$ cat src/rtl/srt4.sv
// srt4: unsigned 8-bit SRT radix-4 divider with a fixed 11-edge latency.
module srt4 (
  input  logic       clk,
  input  logic       rst_b,
  input  logic       beginSignal,
  input  logic [7:0] inbus,
  output logic [7:0] outbus,
  output logic       endSignal
);
  typedef enum logic [2:0] {IDLE, LOAD_M, NORM, ITER, CORR, OUT_Q, OUT_R} state_t;
  state_t state, nxt;
  logic [7:0] a, m, low, quo, rem, qa, qf, pc;
  logic [2:0] k, cnt, kk;
  logic signed [10:0] p, pn, qd, d;
  logic signed [11:0] s;
  logic signed [7:0] st, h, t;
  logic signed [2:0] q;
  logic [15:0] ht;
  logic [7:0] dn;
  logic [14:0] an, dsh, p0;
  logic hi, dz, nhi;
  function automatic logic [2:0] lz(input logic [7:0] v);
    lz = 3'd0;
    for (int i = 0; i < 8; i++) if (v[i]) lz = 3'(7 - i);
  endfunction
  // Normalization; a leading quotient bit of 128 keeps the first residual inside the digit-set bound
  assign kk  = lz(m);
  assign dn  = m << kk;
  assign an  = {7'b0, a} << kk;
  assign dsh = {dn, 7'b0};
  assign nhi = an >= dsh;
  assign p0  = nhi ? an - dsh : an;
  // Digit selection thresholds (in units of 16) indexed by the top bits of the normalized divisor
  always_comb begin
    ht = '0;
    case (m[6:4])
      3'd0: ht = {8'd4, 8'd12};
      3'd1: ht = {8'd5, 8'd14};
      3'd2: ht = {8'd5, 8'd15};
      3'd3: ht = {8'd6, 8'd17};
      3'd4: ht = {8'd6, 8'd18};
      3'd5: ht = {8'd7, 8'd20};
      3'd6: ht = {8'd7, 8'd21};
      3'd7: ht = {8'd8, 8'd23};
      default: ht = '0;
    endcase
  end
  assign h  = ht[15:8];
  assign t  = ht[7:0];
  assign d  = {3'b0, m};
  assign s  = {p[9:0], low[7:6]};
  assign st = s[11:4];
  assign q  = st >= t ? 3'sd2 : st >= h ? 3'sd1 : st >= -h ? 3'sd0 : st >= -t ? -3'sd1 : -3'sd2;
  assign qd = q == 3'sd2 ? d <<< 1 : q == 3'sd1 ? d : q == 3'sd0 ? 11'sd0 : q == -3'sd1 ? -d : -(d <<< 1);
  assign pn = s[10:0] - qd;
  assign qf = qa + {hi, 7'b0} - {7'b0, p[10]};
  assign pc = p[7:0] + (p[10] ? m : 8'd0);
  always_comb begin
    nxt = state;
    case (state)
      IDLE:   nxt = beginSignal ? LOAD_M : IDLE;
      LOAD_M: nxt = NORM;
      NORM:   nxt = ITER;
      ITER:   nxt = cnt == 3'd1 ? CORR : ITER;
      CORR:   nxt = OUT_Q;
      OUT_Q:  nxt = OUT_R;
      default: nxt = IDLE;
    endcase
  end
  always_ff @(posedge clk or posedge rst_b)
    if (rst_b) state <= IDLE;
    else state <= nxt;
  always_ff @(posedge clk or posedge rst_b)
    if (rst_b) begin
      {a, m, low, quo, rem, qa, k, cnt, hi, dz} <= '0;
      p <= '0;
      outbus <= '0;
      endSignal <= 1'b0;
    end else begin
      outbus <= state == OUT_Q ? quo : state == OUT_R ? rem : 8'd0;
      endSignal <= state == OUT_Q || state == OUT_R;
      case (state)
        IDLE: if (beginSignal) a <= inbus;
        LOAD_M: begin
          m <= inbus;
          dz <= inbus == 8'd0;
        end
        NORM: begin
          cnt <= 3'd4;
          qa <= '0;
          if (!dz) begin
            m <= dn;
            k <= kk;
            hi <= nhi;
            p <= {4'b0, p0[14:8]};
            low <= p0[7:0];
          end
        end
        ITER: begin
          cnt <= cnt - 3'd1;
          if (!dz) begin
            p <= pn;
            low <= low << 2;
            qa <= (qa << 2) + {{5{q[2]}}, q};
          end
        end
        CORR: begin
          quo <= dz ? 8'hFF : qf;
          rem <= dz ? a : pc >> k;
        end
        default: ;
      endcase
    end
endmodule

$ cat config.mk
export PLATFORM = sky130hd
export DESIGN_NAME = srt4
export DESIGN_NICKNAME = d
export VERILOG_FILES = /design/src/rtl/srt4.sv
export SDC_FILE = /design/constraint.sdc
export NUM_CORES = 1
export LEC_CHECK = 0
export BUFFER_PORTS_ARGS = -buffer_cell sky130_fd_sc_hd__buf_2
export CORE_AREA = 2 2 137 139
export DETAILED_ROUTE_END_ITERATION = 8
export DIE_AREA = 0 0 139 141
export SLEW_MARGIN = 30
export SYNTH_ARGS = -nofsm -noshare
export SYNTH_HDL_FRONTEND = slang
export SYNTH_SLANG_ARGS = --single-unit
$ cat constraint.sdc
create_clock -name clk -period 6.4 [get_ports clk]
set_input_delay 0.32 -clock clk [delete_from_list [all_inputs] [get_ports clk]]
set_output_delay 0.32 -clock clk [all_outputs]
set_load 0.02 [all_outputs]
# Word level (Yosys, flattened, before mapping)
# Memory sizes are Yosys's and may differ from the RTL's.
# Index checks and enable logic that the tools add are counted.
# totals
reg_bits	79
romBits	72
input_bits	11
out_inout_bits	9
wordCells	94
memories	1
# classes
n_addsub	11
magnitude_cmp	5
eq_ne	12
shift	3
n_mux	36
n_bitwise	1
n_reduce_logical	11
# memory_table
memory	depth	width	rd	rd_clocked_by_memory_dff	wr	line	source
(name not given)	8	9	1	0	0	36	case (m[6:4])
# op_table
op	n
$mux 8	9
$mux 11	6
$pmux 8 s2	3
$mux 3	12
$ge 8x8->1	4
$add 8x8->8	3
$pmux 11 s2	1
$pmux 3 s6	1
$neg 8->8	2
$ge 15x15->1	1
$mux 15	1
$shl 8x3->15	1
$sub 15x15->15	1
$eq 3x3->1 const B	4
$neg 8->11	1
$neg 9->11	1
$sub 11x11->11	1
$eq 3x1->1 const B	3
$eq 3x2->1 const B	3
$logic_not 8->1	1
$reduce_and 2->1	4
$shl 8x3->8	1
$shr 8x3->8	1
$sub 8x1->8	1
other kinds (9)	13

# Depth between registers and ports, before layout
# An unclocked memory read counts as a cell.
# depth
depth_word	15
mapped_depth	25
depth_no_buf	24

# Worst setup path before layout
# No wires, ideal clock.
# synth_path
path_kind	register to register
startpoint	register m[5]
endpoint	register p[10]
arrival_time_ns	4.966
required_ns	6.272
path_slack_ns	1.306
path_stages_with_launch	25
path_buffers	1
synth_period_minus_slack_ns	5.094
path_cell_list	dfrtp_1 -> buf_2 -> inv_1 -> ha_1 -> xnor2_1 -> ha_1 -> ha_1 -> inv_1 -> ha_1 -> a2111oi_0 -> nor3_1 -> a221oi_2 -> nor2_1 -> nor2_1 -> nor3_1 -> ha_1 -> fa_1 -> nor2b_1 -> o21ai_0 -> a21o_1 -> a21oi_1 -> a31oi_1 -> and4_1 -> o21ai_0 -> nand3_1
# synth_between
elab_chain_cells	15
elab_cells_between_ends	24
cone_classes	add/sub (5); order compare (4); eq/ne (3); mux (10); reduce/logical (1); memory (1)
# synth_lines
item	line	source
from (decl)	12	logic [7:0] a, m, low, quo, rem, qa, qf, pc;
from (signal assigned)	85	m <= inbus;
from (signal assigned)	92	m <= dn;
$mem_v2 8x9	-	
$neg 8->8	53	assign q = st >= t ? 3'sd2 : st >= h ? 3'sd1 : st >= -h ? 3'sd0 : st >= -t ? -3'sd1 : -3'sd2;
$ge 8x8->1	53	
$mux 1	53	
$mux 3 (3 in a row)	53	
$eq 3x1->1	54	assign qd = q == 3'sd2 ? d <<< 1 : q == 3'sd1 ? d : q == 3'sd0 ? 11'sd0 : q == -3'sd1 ? -d : -(d <<< 1);
$mux 11 (3 in a row)	54	
$mux 11 (*)	54	
$sub 11x11->11 (*)	55	assign pn = s[10:0] - qd;
$mux 11 (*)	101	if (!dz) begin
$pmux 11 s2 (*)	82	case (state)
to (signal assigned)	95	p <= {4'b0, p0[14:8]};
to (signal assigned)	102	p <= pn;
to (decl)	14	logic signed [10:0] p, pn, qd, d;
# Every way passes the cells marked *; elsewhere a longest branch is shown, timed or not. The select of a mux whose other input is x is not followed.
# A chain may end at the register's enable or synchronous reset.

# Final worst setup path
# layout_path
startpoint	register m[4]
endpoint	register p[10]
# Same word-level chain as after synthesis.

==> results by group <==
Yosys
  • Yosys warns: 0
  • Synth Cell Area: around 0.0071 mm²
  • Main synth FF type: dfrtp_1
  • Post-synth EDFFs: 0
  • Async S/R FF share, synth: 100%
  • Syn Inst Count: around 860
  • Register area share after synthesis: 27.8%
  • Share of the synthesized area in the top cell type: between 20% and 30%
  • Area contributors post-synth: dfrtp_1, ha_1, a21oi_1
  • Synth cell types: 78
  • Leading cell types by count after synthesis: dfrtp_1, nor2_1, nand2_1
  • Yosys reg bits: 79
  • Yosys top cell by area: dfrtp_1
  • Syn Area/Cell: just over 8 µm²

Clocking
  • Number of buffers created by CTS: 9
  • # hold bufs at CTS: 0
  • Skew-Pair Late Insertion Delay: approximately 0.35 ns
  • H-tree level count: 3
  • Clock-pin slew on the worst setup and hold paths: 0.07 ns
  • CTS tree: done
  • CTS root buf: clkbuf_16
  • Bufs on Longest Clock Path: 2
  • CTS sink cnt: between 70 and 80

Route
  • Wire per inst: about 17 µm
  • Initial drt markers: ~480
  • Post-DR vias/cell: roughly 5.7
  • Pre-antenna DRT Iters: 7
  • Residual DRC: 0
  • Final ANT Viol Nets: 0
  • Vias: 6252
  • Total wire length: around 19000 µm

Cells and area
  • Post-layout util: between 40% and 50%
  • Filler Cell Count: between 1500 and 2000
  • Share of cells above drive strength 1: approximately 9.8%
  • Layout area overhead: 8.14%
  • FF+latch area: ~0.0020 mm²
  • Multi-input gate area: between 0.004 and 0.005 mm²
  • Layout net count: ~940
  • Diodes inserted: 0

Die
  • FP Rows: 50
  • Die ar.: around 0.020 mm²
  • Core footprint: 0.0183 mm²
  • Die W: 139 µm
  • Chip height: approximately 140 µm
  • Io pins: 20
  • Starting Density: between 30% and 40%

Worst setup path
  • Most used cell, CP: ha_1
  • Crit Path Category: reg -> reg
  • CP max FO: 15
  • Worst setup SP type: flip-flop
  • CP max-delay cell: dfrtp_1
  • CP max stage delay: 0.61 ns
  • CP endpoint kind: flip-flop
  • WP buf/inv: 2
  • Worst r2r src: m[4]
  • Cells along the critical path: inv_1 -> ha_1 -> xnor2_1 -> ha_1 -> ha_1 -> inv_1 -> ha_1 -> a2111oi_0 -> nor3_1 -> a221oi_2 -> nor2_1 -> nor2_1 -> nor3_1 -> ha_1 -> fa_1 -> nor2b_1 -> o21ai_0 -> a21o_1 -> a21oi_1 -> a31oi_1 -> and4_1 -> o21ai_0 -> nand3_1
  • Critical Path AT: roughly 6 ns
  • CP top delay family: adder cells
  • Crit path launch: m[4]
  • Worst path required time: between 6 and 7 ns

Global routing
  • Gr usage total: between 10% and 20%
  • Initial antenna violation count: 0
  • First-pass GRT wire length: slightly above 30000 µm
  • GRT overflow: 0
  • Largest net degree at the start of global routing: 53
  • Vias in the first global route: slightly below 6000

Timing
  • Fmax achieved: roughly 170 MHz
  • Final setup fails: 0
  • Worst-Margin Slew: roughly 0.88 ns
  • Setup TNS Final: 0 ns
  • Post-layout minimum cycle time: between 5 and 6 ns
  • Endpoints failing hold: 2
  • Hold slack: -0.00212 ns
  • Fin crit share: between 90% and 100%
  • Slew headroom: between 40% and 50%
  • RSZ-0062 raised after global routing: false
  • Setup Skew: approximately 0.0064 ns
  • Fin. max-slew vios: 0

Placement
  • Routability cong.: roughly 0.9
  • I/O Buffers: 19
  • Detailed placement HPWL: between 10000 and 15000 µm

Flow run
  • Max_cap viols: 0

Hold path
  • Min-Delay Path Class: in -> async

Outcome
  • Failing checks: negative hold slack
  • Status: complete, but fails checks
-- cells by family (layout without fill, tap and decap cells) --
group | Yosys count | after routing | synth area share (%)
adders and majority gates | 76 | 76 | 13.9
buffers and inverters | 99 | 97 | 5.66
muxes | 41 | 41 | 6.03
other | 1 | 2 | 0.0527
AOI/OAI and AO/OA | 254 | 254 | 23.4
and+or+nand+nor | 278 | 278 | 18.9
DFF | 79 | 79 | 27.8
xor gates and xnor gates | 34 | 34 | 4.19
-- placed cells by master, fill, tap and decap left out, drive strengths merged, types with 19 or more instances in the layout --
master	netlist	layout
a21oi	73	73
a31oi	19	19
buf	7	30
dfrtp	79	79
ha	71	71
inv	49	52
mux2i	29	29
nand2	75	75
nand3	22	22
nor2	80	80
nor3	23	23
o21ai	64	64
xnor2	22	22
-- final timing paths --
kind	endpoint	slack (ns)	cells after the start
max in group asynchronous	low[0]	5.31	3
hold / removal	qa[2]	-0.002	2
setup / recovery	p[10]	0.60	23
hold reg to reg	quo[1]	0.47	2
setup reg to reg	p[10]	0.60	23
min in group clk	a[2]	0.25	3
-- layout make-up --
type	count	area share, %
sequential	79	25.7
multi-input combinational	685	61.6
tap	234	3.81
timing repair buffer	30	2.31
clock buffer	9	2.93
clock inverter	7	1.11
inverter	51	2.50
-- routing by layer --
layer | GRT usage, % | vias up | routed length (µm) | share of wire (%)
li1 | - | 3093 | - | -
met1 | 27.1 | 2979 | 9030 | 48
met2 | 31.8 | 152 | 8590 | 45
met3 | 4.11 | 28 | 1000 | 5.3
met4 | 4.78 | 0 | 326 | 1.7
met5 | 0 | - | 0 | 0
-- metrics by stage --
stage / setup slack (ns) / cells / hold slack, ns / area, µm²
floorplan: 1.31 / 863 / 0.437 / 7120
global placement: 0.821 / 1079 / 0.389 / 7380
detailed placement: 0.589 / 1079 / 0.392 / 7380
CTS: 0.565 / 1095 / 0.0157 / 7690
global route: 0.0643 / 1095 / 0.0333 / 7690
finish: 0.595 / 1095 / -0.00212 / 7690
-- sequential cells by signal, summed over array words and instances (netlist names), 3 cells and up --
| signal | flops |
|---|---|
| k | 3 |
| outbus | 8 |
| m | 8 |
| qa | 8 |
| state | 3 |
| rem | 8 |
| low | 8 |
| p | 11 |
| quo | 8 |
| a | 8 |
| cnt | 3 |
-- timing repair --
item / in CTS / in global routing
gates resized for setup: 0 / 1
buffers inserted: 0 / 0
endpoints found under the setup margin: 0 / 1
Power is not shown: default switching activity piles up to over one toggle a cycle in this logic, so the estimate is an artifact.
